<file path="src/rtl/dfp_round_pipe_pkg.sv">
// Shared rounding-mode type and round-increment decision for the DFP rounding pipeline.
package dfp_round_pipe_pkg;

  typedef enum logic [2:0] {
    RM_CEIL      = 3'd0,
    RM_FLOOR     = 3'd1,
    RM_HALF_UP   = 3'd2,
    RM_HALF_EVEN = 3'd3,
    RM_DOWN      = 3'd4,
    RM_UP        = 3'd5,
    RM_HALF_DOWN = 3'd6,
    RM_RSVD      = 3'd7
  } rm_t;

  // Decide whether the kept digits get +1; lsb is bit 0 of the least significant kept digit.
  function automatic logic round_inc(input rm_t rm, input logic sign, input logic [3:0] r,
                                     input logic sticky, input logic lsb);
    logic nz;
    logic inc;
    nz  = (r != 4'd0) || sticky;
    inc = 1'b0;
    case (rm)
      RM_CEIL:      inc = nz && !sign;
      RM_FLOOR:     inc = nz && sign;
      RM_HALF_UP:   inc = (r >= 4'd5);
      RM_HALF_EVEN: inc = (r > 4'd5) || ((r == 4'd5) && (sticky || lsb));
      RM_DOWN:      inc = 1'b0;
      RM_UP:        inc = nz;
      RM_HALF_DOWN: inc = (r > 4'd5) || ((r == 4'd5) && sticky);
      RM_RSVD:      inc = 1'b0;
      default:      inc = 1'b0;
    endcase
    return inc;
  endfunction

endpackage

</file>
<file path="src/rtl/dfp_round_pipe_bcd_inc.sv">
// N-digit BCD incrementer with carry-out; combinational.
module dfp_round_pipe_bcd_inc
  import dfp_round_pipe_pkg::*;
#(
  parameter int N = 34
) (
  input  logic [N*4-1:0] sig,
  input  logic           inc,
  output logic [N*4-1:0] sum,
  output logic           co
);

  logic carry;

  // Ripple the decimal carry: a 9 with carry-in wraps to 0 and keeps propagating.
  always_comb begin
    carry = inc;
    sum   = '0;
    for (int i = 0; i < N; i++) begin
      if (carry && (sig[i*4 +: 4] == 4'd9)) begin
        sum[i*4 +: 4] = 4'd0;
      end else begin
        sum[i*4 +: 4] = sig[i*4 +: 4] + {3'b000, carry};
        carry = 1'b0;
      end
    end
    co = carry;
  end

endmodule

</file>
<file path="src/rtl/dfp_round_pipe.sv">
// Three-stage elastic DFP rounder: decide increment, BCD add, then fix up carry/overflow.
module dfp_round_pipe
  import dfp_round_pipe_pkg::*;
#(
  parameter int N    = 34,
  parameter int EXPW = 14
) (
  input  logic                 clk,
  input  logic                 rst_n,
  input  logic                 in_valid,
  output logic                 in_ready,
  input  logic [2:0]           rm,
  input  logic                 in_sign,
  input  logic [EXPW-1:0]      in_exp,
  input  logic [(N+1)*4-1:0]   in_sig,
  input  logic                 in_sticky,
  input  logic                 in_nan,
  input  logic                 in_qnan,
  input  logic                 in_snan,
  input  logic                 in_inf,
  output logic                 out_valid,
  input  logic                 out_ready,
  output logic                 out_sign,
  output logic [EXPW-1:0]      out_exp,
  output logic [N*4-1:0]       out_sig,
  output logic                 out_nan,
  output logic                 out_qnan,
  output logic                 out_snan,
  output logic                 out_inf,
  output logic                 out_inexact,
  output logic                 out_overflow
);

  localparam int SW = N * 4;
  localparam logic [EXPW-1:0] EXP_MAX = '1;

  logic            v1, sign1, rnd1, inexact1, nan1, qnan1, snan1, inf1;
  logic [EXPW-1:0] exp1;
  logic [SW-1:0]   sig1;
  logic            v2, sign2, co2, inexact2, nan2, qnan2, snan2, inf2;
  logic [EXPW-1:0] exp2;
  logic [SW-1:0]   sig2;
  logic            v3;
  logic            ld1, ld2, ld3;

  assign ld3       = !v3 || out_ready;
  assign ld2       = !v2 || ld3;
  assign ld1       = !v1 || ld2;
  assign in_ready  = ld1;
  assign out_valid = v3;

  // An all-ones exponent with no flag raised is an infinity, so it never rounds.
  logic       exp_max_in, special_in, rnd_in, inexact_in, inf_in;
  logic [3:0] r_in;
  assign r_in       = in_sig[3:0];
  assign exp_max_in = (in_exp == EXP_MAX);
  assign inf_in     = in_inf || (exp_max_in && !(in_nan || in_qnan || in_snan));
  assign special_in = in_nan || in_qnan || in_snan || inf_in;
  assign rnd_in     = !special_in && round_inc(rm_t'(rm), in_sign, r_in, in_sticky, in_sig[4]);
  assign inexact_in = !special_in && ((r_in != 4'd0) || in_sticky);

  always_ff @(posedge clk or negedge rst_n) begin
    if (!rst_n) begin
      v1 <= 1'b0; sign1 <= 1'b0; rnd1 <= 1'b0; inexact1 <= 1'b0;
      nan1 <= 1'b0; qnan1 <= 1'b0; snan1 <= 1'b0; inf1 <= 1'b0;
      exp1 <= '0; sig1 <= '0;
    end else if (ld1) begin
      v1 <= in_valid;
      if (in_valid) begin
        sign1 <= in_sign; rnd1 <= rnd_in; inexact1 <= inexact_in;
        nan1 <= in_nan; qnan1 <= in_qnan; snan1 <= in_snan; inf1 <= inf_in;
        exp1 <= in_exp; sig1 <= in_sig[(N+1)*4-1:4];
      end
    end
  end

  logic [SW-1:0] sum1;
  logic          co1;

  dfp_round_pipe_bcd_inc #(.N(N)) u_inc (
    .sig (sig1),
    .inc (rnd1),
    .sum (sum1),
    .co  (co1)
  );

  always_ff @(posedge clk or negedge rst_n) begin
    if (!rst_n) begin
      v2 <= 1'b0; sign2 <= 1'b0; co2 <= 1'b0; inexact2 <= 1'b0;
      nan2 <= 1'b0; qnan2 <= 1'b0; snan2 <= 1'b0; inf2 <= 1'b0;
      exp2 <= '0; sig2 <= '0;
    end else if (ld2) begin
      v2 <= v1;
      if (v1) begin
        sign2 <= sign1; co2 <= co1; inexact2 <= inexact1;
        nan2 <= nan1; qnan2 <= qnan1; snan2 <= snan1; inf2 <= inf1;
        exp2 <= exp1; sig2 <= sum1;
      end
    end
  end

  // A carry out of the top digit renormalises to 1000...0 and may push the exponent into infinity.
  logic [EXPW-1:0] exp_inc, exp_res;
  logic [SW-1:0]   sig_res;
  logic            ovf;
  assign exp_inc = exp2 + EXPW'(1);
  assign ovf     = co2 && (exp_inc == EXP_MAX);
  assign exp_res = co2 ? exp_inc : exp2;
  assign sig_res = ovf ? '0 : (co2 ? {4'd1, {(SW-4){1'b0}}} : sig2);

  always_ff @(posedge clk or negedge rst_n) begin
    if (!rst_n) begin
      v3 <= 1'b0; out_sign <= 1'b0; out_exp <= '0; out_sig <= '0;
      out_nan <= 1'b0; out_qnan <= 1'b0; out_snan <= 1'b0; out_inf <= 1'b0;
      out_inexact <= 1'b0; out_overflow <= 1'b0;
    end else if (ld3) begin
      v3 <= v2;
      if (v2) begin
        out_sign <= sign2; out_exp <= exp_res; out_sig <= sig_res;
        out_nan <= nan2; out_qnan <= qnan2; out_snan <= snan2; out_inf <= inf2 || ovf;
        out_inexact <= inexact2 || ovf; out_overflow <= ovf;
      end
    end
  end

endmodule

</file>
<file path="config.mk">
export PLATFORM = sky130hd
export DESIGN_NAME = dfp_round_pipe
export DESIGN_NICKNAME = d
export VERILOG_FILES = /design/src/rtl/dfp_round_pipe_pkg.sv /design/src/rtl/dfp_round_pipe_bcd_inc.sv /design/src/rtl/dfp_round_pipe.sv
export SDC_FILE = /design/constraint.sdc
export NUM_CORES = 1
export LEC_CHECK = 0
export CAP_MARGIN = 15
export CORE_ASPECT_RATIO = 1.5
export CORE_MARGIN = 2
export CORE_UTILIZATION = 50
export DETAILED_ROUTE_END_ITERATION = 16
export PLACE_DENSITY_LB_ADDON = 0.15
export SYNTH_ARGS = -nofsm -noshare
export SYNTH_HDL_FRONTEND = slang
export SYNTH_SLANG_ARGS = --single-unit
</file>
<file path="constraint.sdc">
create_clock -name clk -period 4.4 [get_ports clk]
set_input_delay 0.44 -clock clk [delete_from_list [all_inputs] [get_ports clk]]
set_output_delay 0.44 -clock clk [all_outputs]
set_load 0.05 [all_outputs]
</file>
Word level (Yosys, flattened, before mapping) --
Cells that the tools add are included.
Operators by class: reduce and logical (&&, ||, !) cells 67, mux-type cells 72, add/subtract/negate cells 35, magnitude comparators 2, eq/ne operators 44
Operators by type and width (number):
- 136-bit 2-to-1 mux | 2
- 4-bit by 1-bit adder with 4-bit output | 34
- 4-bit == test (second input constant) | 34
- 4-bit 2-to-1 mux | 34
- 1-bit logical AND | 42
- 1-bit 2-to-1 mux | 34
- 14-bit == test (second input constant) | 2
- 14-bit by 1-bit adder with 14-bit output (second input constant) | 1
- 14-bit 2-to-1 mux | 1
- 1-bit logical OR | 13
- 3-bit == test (second input constant) | 4
- 1-bit one-hot mux with 7 select lines | 1
- 3-bit by 2-bit == test with 1-bit output (second input constant) | 2
- 1-bit zero test | 6
- 2-bit AND reduction | 3
- 4-bit by 3-bit == test with 1-bit output (second input constant) | 1
- 4-bit by 3-bit >= comparator with 1-bit output (second input constant) | 1
- 4-bit by 3-bit > comparator with 1-bit output (second input constant) | 1
- 4-bit nonzero test | 1
- 3-bit by 1-bit == test with 1-bit output (second input constant) | 1
- 3-bit zero test | 1
- 2-bit OR reduction | 1
Storage, ports and cells: input bits 167, register bits 474, output and inout port bits 159, logic and storage cells 250

Logic depth before layout (Yosys ltp) --
Gate-level depths: netlist of the first run.
word-level depth 69, depth in mapped cells 11, gate-level depth less buffers 10

Cells and area by module --
A second synthesis of the first run with hierarchy kept.
Second synthesis, totals: cells, all modules 1868, area total of the unflattened synthesis 22188.8 µm²
By module, submodules not included:
- dfp_round_pipe | area an instance 18821.8 µm², times used 1, cells an instance 1434, sequential area each 11861.4 µm²
- dfp_round_pipe_bcd_inc | area an instance 3367.0 µm², times used 1, cells an instance 434, sequential area each 0.0 µm²

Least setup slack after synthesis of the first run --
Ideal clock, no wire load.
kind register to register, from register v3, in the netlist out_valid, to register exp1[10], required time 4275 ps, stages on the path, launching flop included 6, clock period less this slack 2817 ps, library setup time 125 ps, path buffers 2, setup slack 1583 ps, arrival time 2692 ps, cells stage by stage dfrtp_1 -> nand4b_1 -> nand2_1 -> buf_1 -> clkbuf_1 -> mux2_2
Between the ends: cells in the longest elaborated chain, start to end 5
Ends and longest elaborated chain:
- from (decl) | RTL line dfp_round_pipe.sv:43 | logic v3;
- from (signal assigned) | RTL line dfp_round_pipe.sv:117 | v3 <= v2;
- 1-bit zero test | RTL line dfp_round_pipe.sv:46 | assign ld3 = !v3 || out_ready;
- 1-bit logical OR | RTL line dfp_round_pipe.sv:46
- 1-bit logical OR | RTL line dfp_round_pipe.sv:47 | assign ld2 = !v2 || ld3;
- 1-bit logical OR | RTL line dfp_round_pipe.sv:48 | assign ld1 = !v1 || ld2;
- named net in_ready | RTL line dfp_round_pipe.sv:11 | output logic in_ready,
- 2-bit AND reduction (no line)
- to (signal assigned) | RTL line dfp_round_pipe.sv:72 | exp1 <= in_exp; sig1 <= in_sig[(N+1)*4-1:4];
- to (decl) | RTL line dfp_round_pipe.sv:38 | logic [EXPW-1:0] exp1;
The timed path passes the listed nets, and every way through them passes these cells. A chain may end at the register's enable or synchronous reset.

Worst setup path after layout of the first run --
from register sig1[34], to register sig2[110]
Between the ends: cells in the longest elaborated chain, start to end 41, elaborated cells between the ends (all ways) 42, those cells by class add/sub: 1; eq/ne: 1; mux: 20; reduce/logical: 20
Ends and longest elaborated chain:
- from (decl) | RTL line dfp_round_pipe.sv:39 | logic [SW-1:0] sig1;
- from (signal assigned) | RTL line dfp_round_pipe.sv:72
- 4-bit == test * | RTL line dfp_round_pipe_bcd_inc.sv:20 | if (carry && (sig[i*4 +: 4] == 4'd9)) begin
- 1-bit logical AND * | RTL line dfp_round_pipe_bcd_inc.sv:20
- 1-bit 2-to-1 mux * | RTL line dfp_round_pipe_bcd_inc.sv:20
- 1-bit logical AND | RTL line dfp_round_pipe_bcd_inc.sv:20
- 1-bit 2-to-1 mux * | RTL line dfp_round_pipe_bcd_inc.sv:20
- 1-bit logical AND | RTL line dfp_round_pipe_bcd_inc.sv:20
- 1-bit 2-to-1 mux * | RTL line dfp_round_pipe_bcd_inc.sv:20
- 1-bit logical AND | RTL line dfp_round_pipe_bcd_inc.sv:20
- [25 not listed]
- 1-bit logical AND | RTL line dfp_round_pipe_bcd_inc.sv:20
- 1-bit 2-to-1 mux * | RTL line dfp_round_pipe_bcd_inc.sv:20
- 1-bit logical AND | RTL line dfp_round_pipe_bcd_inc.sv:20
- 1-bit 2-to-1 mux * | RTL line dfp_round_pipe_bcd_inc.sv:20
- 1-bit logical AND | RTL line dfp_round_pipe_bcd_inc.sv:20
- 1-bit 2-to-1 mux * | RTL line dfp_round_pipe_bcd_inc.sv:20
- 4-bit by 1-bit adder with 4-bit output or 1-bit logical AND (tied branches) | RTL line dfp_round_pipe_bcd_inc.sv:23, dfp_round_pipe_bcd_inc.sv:20
- 4-bit 2-to-1 mux * | RTL line dfp_round_pipe_bcd_inc.sv:20
- to (signal assigned) | RTL line dfp_round_pipe.sv:97 | exp2 <= exp1; sig2 <= sum1;
- to (decl) | RTL line dfp_round_pipe.sv:42 | logic [SW-1:0] sig2;
Mark *: on every way between the ends. The rest lies on a longest branch, timed or not.

==> results of run 1 <==
==> layout by cell type (no fill, tap or decap), types with 3 or more instances in the layout <==
cell,n
and4bb_1,5
nand3_1,54
nand4_1,15
o21ai_0,202
nand2_4,3
clkbuf_1,14
clkbuf_16,47
xnor2_1,39
ha_1,70
nor3_2,3
buf_4,10
and4bb_2,15
or4bb_1,3
dfrtp_1,473
buf_12,8
mux2i_1,3
nand2_1,393
a21oi_1,6
nor3_1,9
nand4bb_1,3
and3_1,14
o31ai_1,52
clkinv_2,10
mux2_2,158
and2_1,5
nor2_1,31
xor2_1,45
a22o_1,30
clkbuf_8,9
nor4bb_1,6
clkdlybuf4s50_1,324
nand2b_1,141
inv_1,12
==> layer usage <==
metal / GRT usage / share of wire / up-vias / routed length, µm
met3: 0.0315 / 0.042 / 79 / 2080
met4: 0.0784 / 0.031 / 0 / 1530
met2: 0.404 / 0.51 / 337 / 25500
li1: - / - / 7160 / -
met1: 0.293 / 0.41 / 7309 / 20500
met5: 0 / 0 / - / 0
==> power by group <==
part           switching, mW  total [mW]  leakage [nW]  internal [mW]
combinational           2.57        4.10          5.06           1.54
sequential             0.673        5.98          5.76           5.31
clock                   1.62        3.80         0.718           2.17
==> cells by family (layout without fill, tap and decap cells) <==
logic type                 Yosys count  in the layout  synth area share
AOI/OAI and AO/OA                  300            300            0.0838
xor gates and xnor gates            84             84            0.0348
adders and majority gates           70             70            0.0415
buffers and inverters              123            438            0.0220
DFF                                474            474             0.562
muxes                              161            161            0.0857
other                                0              1                 0
and+or+nand+nor                    718            718             0.170
==> flip-flops by register name, indices dropped and copies added, names as in the netlist, 14 cells and up <==
| name | flops |
|---|---|
| sig1 | 136 |
| sig2 | 136 |
| out_exp | 14 |
| exp1 | 14 |
| out_sig | 136 |
| exp2 | 14 |
==> timing repair <==
action / 4_1_cts / 5_1_grt
hold endpoints to repair: 0 / 2
hold buffers: 0 / 1
buffers inserted: 0 / 0
==> per-stage QoR <==
step                 util  hold slack [ps]
detailed placement  0.595              448
global placement    0.595              443
global route        0.630              466
finish              0.630              460
CTS                 0.629             3.61
floorplan               -              144
==> worst min-delay path, stage by stage, from the launching register on <==
cell,delay (ps)
dfrtp_1,330
nand2_1,50
nand2_1,50
==> synthesized netlist by cell type, types with 2 or more instances <==
library cell	count	area [µm²]
and4bb_2	15	188
clkbuf_1	97	364
buf_1	12	45.0
and2_1	6	37.5
o21ai_0	202	1010
dfrtp_1	474	11900
o21a_1	2	15.0
and3_1	14	87.6
nand2b_1	141	882
xor2_1	45	394
nor3_1	9	45.0
a211oi_1	2	15.0
nand4_1	15	93.8
o31ai_1	52	390
or4_1	2	15.0
a21oi_1	6	30.0
nor3_2	3	30.0
mux2i_1	3	30.0
nand2_1	396	1490
or4bb_1	3	33.8
a22o_1	30	263
nand3_1	54	270
nor4_1	2	12.5
nor4bb_1	6	60.1
nor2_1	31	116
nand4bb_1	3	33.8
and4bb_1	5	62.6
and4_1	2	17.5
inv_1	12	45.0
and2_0	2	12.5
xnor2_1	39	342
buf_2	2	10.0
ha_1	70	876
mux2_2	158	1780
==> area by class of cell <==
type / instances / area, µm² / area share
clock buffer: 70 / 1350 / 0.0513
timing repair buffer: 344 / 3500 / 0.133
antenna: 1 / 2.50 / 0.0000949
sequential: 474 / 11900 / 0.450
tap: 564 / 706 / 0.0268
inverter: 12 / 45.0 / 0.00171
multi-input combinational: 1333 / 8820 / 0.334
clock inverter: 12 / 88.8 / 0.00337
==> path summary, 6_finish.rpt <==
path                                             to  cells past startpoint
max                           sig2[110]$_DFFE_PN0P_                      9
min                             exp2[8]$_DFFE_PN0P_                      2
max reg2reg                   sig2[110]$_DFFE_PN0P_                      9
min reg2reg                     exp2[8]$_DFFE_PN0P_                      2
max in group asynchronous   out_sig[39]$_DFFE_PN0P_                      3
min in group asynchronous  out_sig[117]$_DFFE_PN0P_                      2
==> results.py, run 1 <==
metrics = {
    "outcome": {
        "run_status": "completed",
    },
    "global_routing": {
        "antenna_found_initial": 1,
        "grt-ovfl-total": 0,
        "grt_pass1_wl_um": 80700,
        "grt_start_max_net_pins": 199,
        "grt_pass1_vias": 15300,
        "grt.total_usage": 0.231,
    },
    "timing": {
        "slew-limit-headroom": 0.399,
        "fin_ws_ps": 1070,
        "worstMarginPinSlew_ps": 902,
        "finClkSkew_ps": 26.1,
        "finalCritPeriodShare": 0.757,
        "setup_violations": 0,
        "totalNegativeSetupSlack_ps": 0,
        "fmax_mhz": 300,
        "drv_slew": 0,
        "rsz0062_at_grt": "false",
        "post-route-min-period_ps": 3330,
        "finalHoldViolCount": 0,
    },
    "worst_setup_path": {
        "ff2ff_setup_slack_ps": 1070,
        "crit_path_start_kind": "flop",
        "worstPathArrival_ps": 3790,
        "r2r_start": "sig1[34]$_DFFE_PN0P_",
        "cp_slowest_stage_delay_ps": 590,
        "crit_path_start": "sig1[34]$_DFFE_PN0P_",
        "cp.required_ps": 4860,
        "cp_cell_sequence": "and4bb_1 > nand4_1 > nor4_1 > nand4_1 > nor2_1 > ha_1 > ha_1 > xnor2_1 > o31ai_1",
        "criticalPathCategory": "flop to flop",
        "critical_path_buf_inv_count": 0,
        "cpMaxStageDelayCell": "nand4_1",
        "path_delay_family": "simple AND/OR/NAND/NOR gates",
        "critPathCaptureType": "flop",
        "crit_fanout": 8,
    },
    "clock_tree": {
        "cts_buffers": 45,
        "cts.clk_slew.worst_paths_ps": 60,
        "ctsHtreeMaxLevel": 2,
        "cts_tree": "built",
        "clk_path_buf_depth": 3,
        "clock_latency_ps": 570,
        "clock-sinks": 474,
        "cts_resized": 0,
        "cts_root_buf": "clkbuf_16",
    },
    "pwr": {
        "ir_drop_mv": 0.357,
        "p_leak_nw": 11.5,
        "pwr_density_cell_nw_per_um2": 526,
        "p_total_mw": 13.9,
    },
    "yosys": {
        "ys_types": 49,
        "synthArstFlopShare": 1.00,
        "synth_warnings": 0,
        "synth_edf_count": 0,
        "netlist_instances": 1930,
        "synth_flop_cell": "dfrtp_1",
        "synth-seq-cells": 474,
        "synth_nets": 2167,
        "synth_area_per_cell_um2": 10.9,
        "syn-cell-area_um2": 21100,
        "yosysSeqAreaShare": 0.562,
    },
    "placement": {
        "dp.cells": 2726,
        "placedInstanceArea_um2": 24900,
        "gp_congestion": 0.806,
        "pre_cts_slack_ps": 1100,
        "portBuffers": 325,
        "post-dp-hpwl_um": 34900,
    },
    "detailed_routing": {
        "antenna_left": 0,
        "detail_route.wl_per_cell_um": 17.7,
        "drt-initial-drc-count": 779,
        "drcViolationCount": 0,
        "vias_per_cell": 5.30,
        "drt_pass1_iterations": 5,
        "drt-total-wl_um": 49700,
        "route.vias.total": 14900,
    },
    "die": {
        "core-area_um2": 41900,
        "die_x_um": 172,
        "die_h_um": 256,
        "die-area_um2": 43900,
        "pin_count": 326,
        "rows": 92,
        "initial_core_util": 0.504,
    },
    "final_layout": {
        "area_growth_pct": 24.9,
        "fillers": 3540,
        "finalNonFillerCells": 2810,
        "design_area_um2": 26400,
        "drive_above_1_share": 0.122,
        "fin_nets": 2447,
    },
    "run": {
        "max-cap-violations": 0,
    },
    "worst_hold_path": {
        "hold_class": "flop to flop",
        "hold_start": "exp1[8]$_DFFE_PN0P_",
    },
}
Note: power is estimated with default switching activity, not from simulation.
==> inputs of run 2 (changes only) <==
CORE_UTILIZATION = 49   (was 50)
clock period = 3 ns   (was 4.4 ns; I/O delays follow)
==> run 2 against run 1 <==
  * Clock skew is 10 ps lower
  * Combinational power is 47% higher
  * Design area is 1.6% higher
  * Total power is 49% higher
  * Routed wire length is 2.5% higher
  * Sequential power is 47% higher
  * Flip-flop and latch count stayed put
==> results.py, run 2 (synthesis gave the netlist of run 1 again) <==
metrics = {
    "placement": {
        "post-dp-hpwl_um": 36500,
        "gp_congestion": 0.793,
        "portBuffers": 325,
        "placedInstanceArea_um2": 25200,
    },
    "timing": {
        "hold_ws_ps": 299,
        "drv_slew": 0,
        "post-route-min-period_ps": 2850,
        "worstMarginPinSlew_ps": 955,
        "finClkSkew_ps": 16.0,
        "totalNegativeSetupSlack_ps": 0,
        "finalHoldViolCount": 0,
        "finalCritPeriodShare": 0.949,
        "setup_violations": 0,
        "slew-limit-headroom": 0.363,
        "fmax_mhz": 351,
    },
    "clock_tree": {
        "cts.clk_slew.worst_paths_ps": 60,
        "clock_latency_ps": 550,
        "clk_path_buf_depth": 3,
        "cts_tree": "built",
        "cts_buffers": 45,
        "ctsHtreeMaxLevel": 2,
        "cts_root_buf": "clkbuf_16",
        "clock-sinks": 474,
    },
    "detailed_routing": {
        "route.vias.total": 15000,
        "detail_route.wl_per_cell_um": 17.9,
        "routed.top_layer": "met5",
        "drt_pass1_iterations": 4,
        "route.met2.wl_um": 26200,
        "antenna_left": 0,
        "wl_met1_um": 21000,
        "drt-total-wl_um": 50900,
        "drcViolationCount": 0,
        "wl_met3_um": 1980,
        "vias_per_cell": 5.26,
        "drt-initial-drc-count": 735,
    },
    "final_layout": {
        "design_area_um2": 26800,
        "final_common_cell": "dfrtp_1",
        "fin_nets": 2475,
        "area_growth_pct": 26.9,
        "final_cell_mix": "dfrtp_1, nand2_1, clkdlybuf4s50_1",
        "final_util": 0.627,
        "drive_above_1_share": 0.135,
        "reg_top3": "out_sig: 136 flops, sig1: 136 flops, sig2: 136 flops",
    },
    "die": {
        "core-area_um2": 42700,
        "die_x_um": 174,
        "initial_core_util": 0.494,
        "rows": 93,
        "die-area_um2": 44800,
        "die_h_um": 258,
        "pin_count": 326,
    },
    "global_routing": {
        "grt.total_usage": 0.229,
        "antenna_found_initial": 7,
        "grt_pass1_vias": 15300,
        "grt_pass1_wl_um": 81700,
        "grt_start_max_net_pins": 198,
        "grt-ovfl-total": 0,
    },
    "worst_setup_path": {
        "worstPathArrival_ps": 3300,
        "crit_path_start_kind": "flop",
        "critPathCaptureType": "flop",
        "criticalPathCategory": "flop to flop",
        "cp.required_ps": 3450,
        "crit_fanout": 8,
    },
    "pwr": {
        "ir_drop_mv": 0.746,
        "p_leak_nw": 11.8,
        "clkPwrFrac": 0.284,
        "pwr_density_cell_nw_per_um2": 774,
        "power_frac_comb": 0.291,
        "swShare": 0.345,
        "sequentialPowerShare": 0.425,
        "power.internal_mw": 13.6,
        "switching_power_mw": 7.17,
    },
    "outcome": {
        "run_status": "completed",
    },
    "worst_hold_path": {
        "hold_class": "input pin to async pin",
    },
    "run": {
        "max-cap-violations": 0,
    },
}
run 2: what timing repair did:
item	in CTS	in global routing
endpoints found under the hold margin	65	0
resized for setup	0	5
hold buffers	1	0
buffers inserted	0	1
endpoints found under the setup margin	0	23
run 2: worst paths after layout:
path	slack [ps]	start	endpoint	cells after the start
setup reg to reg	150	sig1[6]$_DFFE_PN0P_	sig2[79]$_DFFE_PN0P_	11
setup / recovery	150	sig1[6]$_DFFE_PN0P_	sig2[79]$_DFFE_PN0P_	11
min in group clk	360	in_sig[40]	sig1[36]$_DFFE_PN0P_	2
max in group asynchronous	1730	rst_n	out_sig[29]$_DFFE_PN0P_	3
hold / removal	300	rst_n	sig2[119]$_DFFE_PN0P_	2
hold reg to reg	460	exp1[1]$_DFFE_PN0P_	exp2[1]$_DFFE_PN0P_	2
run 2: final cells by class:
class,count,area (µm²)
inverter,12,45.0
tap,570,713
antenna,6,15.0
multi-input combinational,1333,8840
fill,3567,15900
sequential,474,11900
clock buffer,68,1340
clock inverter,11,184
timing repair buffer,372,3790
run 2: per-stage QoR:
| stage | power, mW | setup slack, ps | std cells |
|---|---|---|---|
| 6_report | 20.7 | 152 | 2846 |
| 5_1_grt | 21.7 | -22.8 | 2846 |
| 4_1_cts | 21.0 | 46.9 | 2839 |
| 3_5_place_dp | 15.0 | 93.2 | 2759 |
| 3_3_place_gp | 14.8 | 145 | 2759 |
| 2_1_floorplan | 12.6 | 183 | 1930 |
run 2: power groups by stage:
stage	registers, mW	logic (mW)	clock network, mW
after global placement	8.85	6.00	0
after detailed placement	8.91	6.09	0
after global routing	8.98	6.49	6.27
after floorplan	10.7	1.85	0
final	8.81	6.04	5.90
after CTS	8.81	6.11	6.05
run 2: layer usage:
metal,global-route usage,up-vias
met4,0.0892,2
li1,-,7228
met5,0,-
met3,0.0323,85
met2,0.406,335
met1,0.283,7324
run 2: critical path: stages (launching register included):
cell	delay, ps
dfrtp_1	420
and4bb_2	360
nand4_1	180
nor3_4	280
buf_12	150
buf_4	120
nand3_1	180
nor2_1	340
ha_1	240
nand3_1	120
xor2_1	170
o31ai_1	180
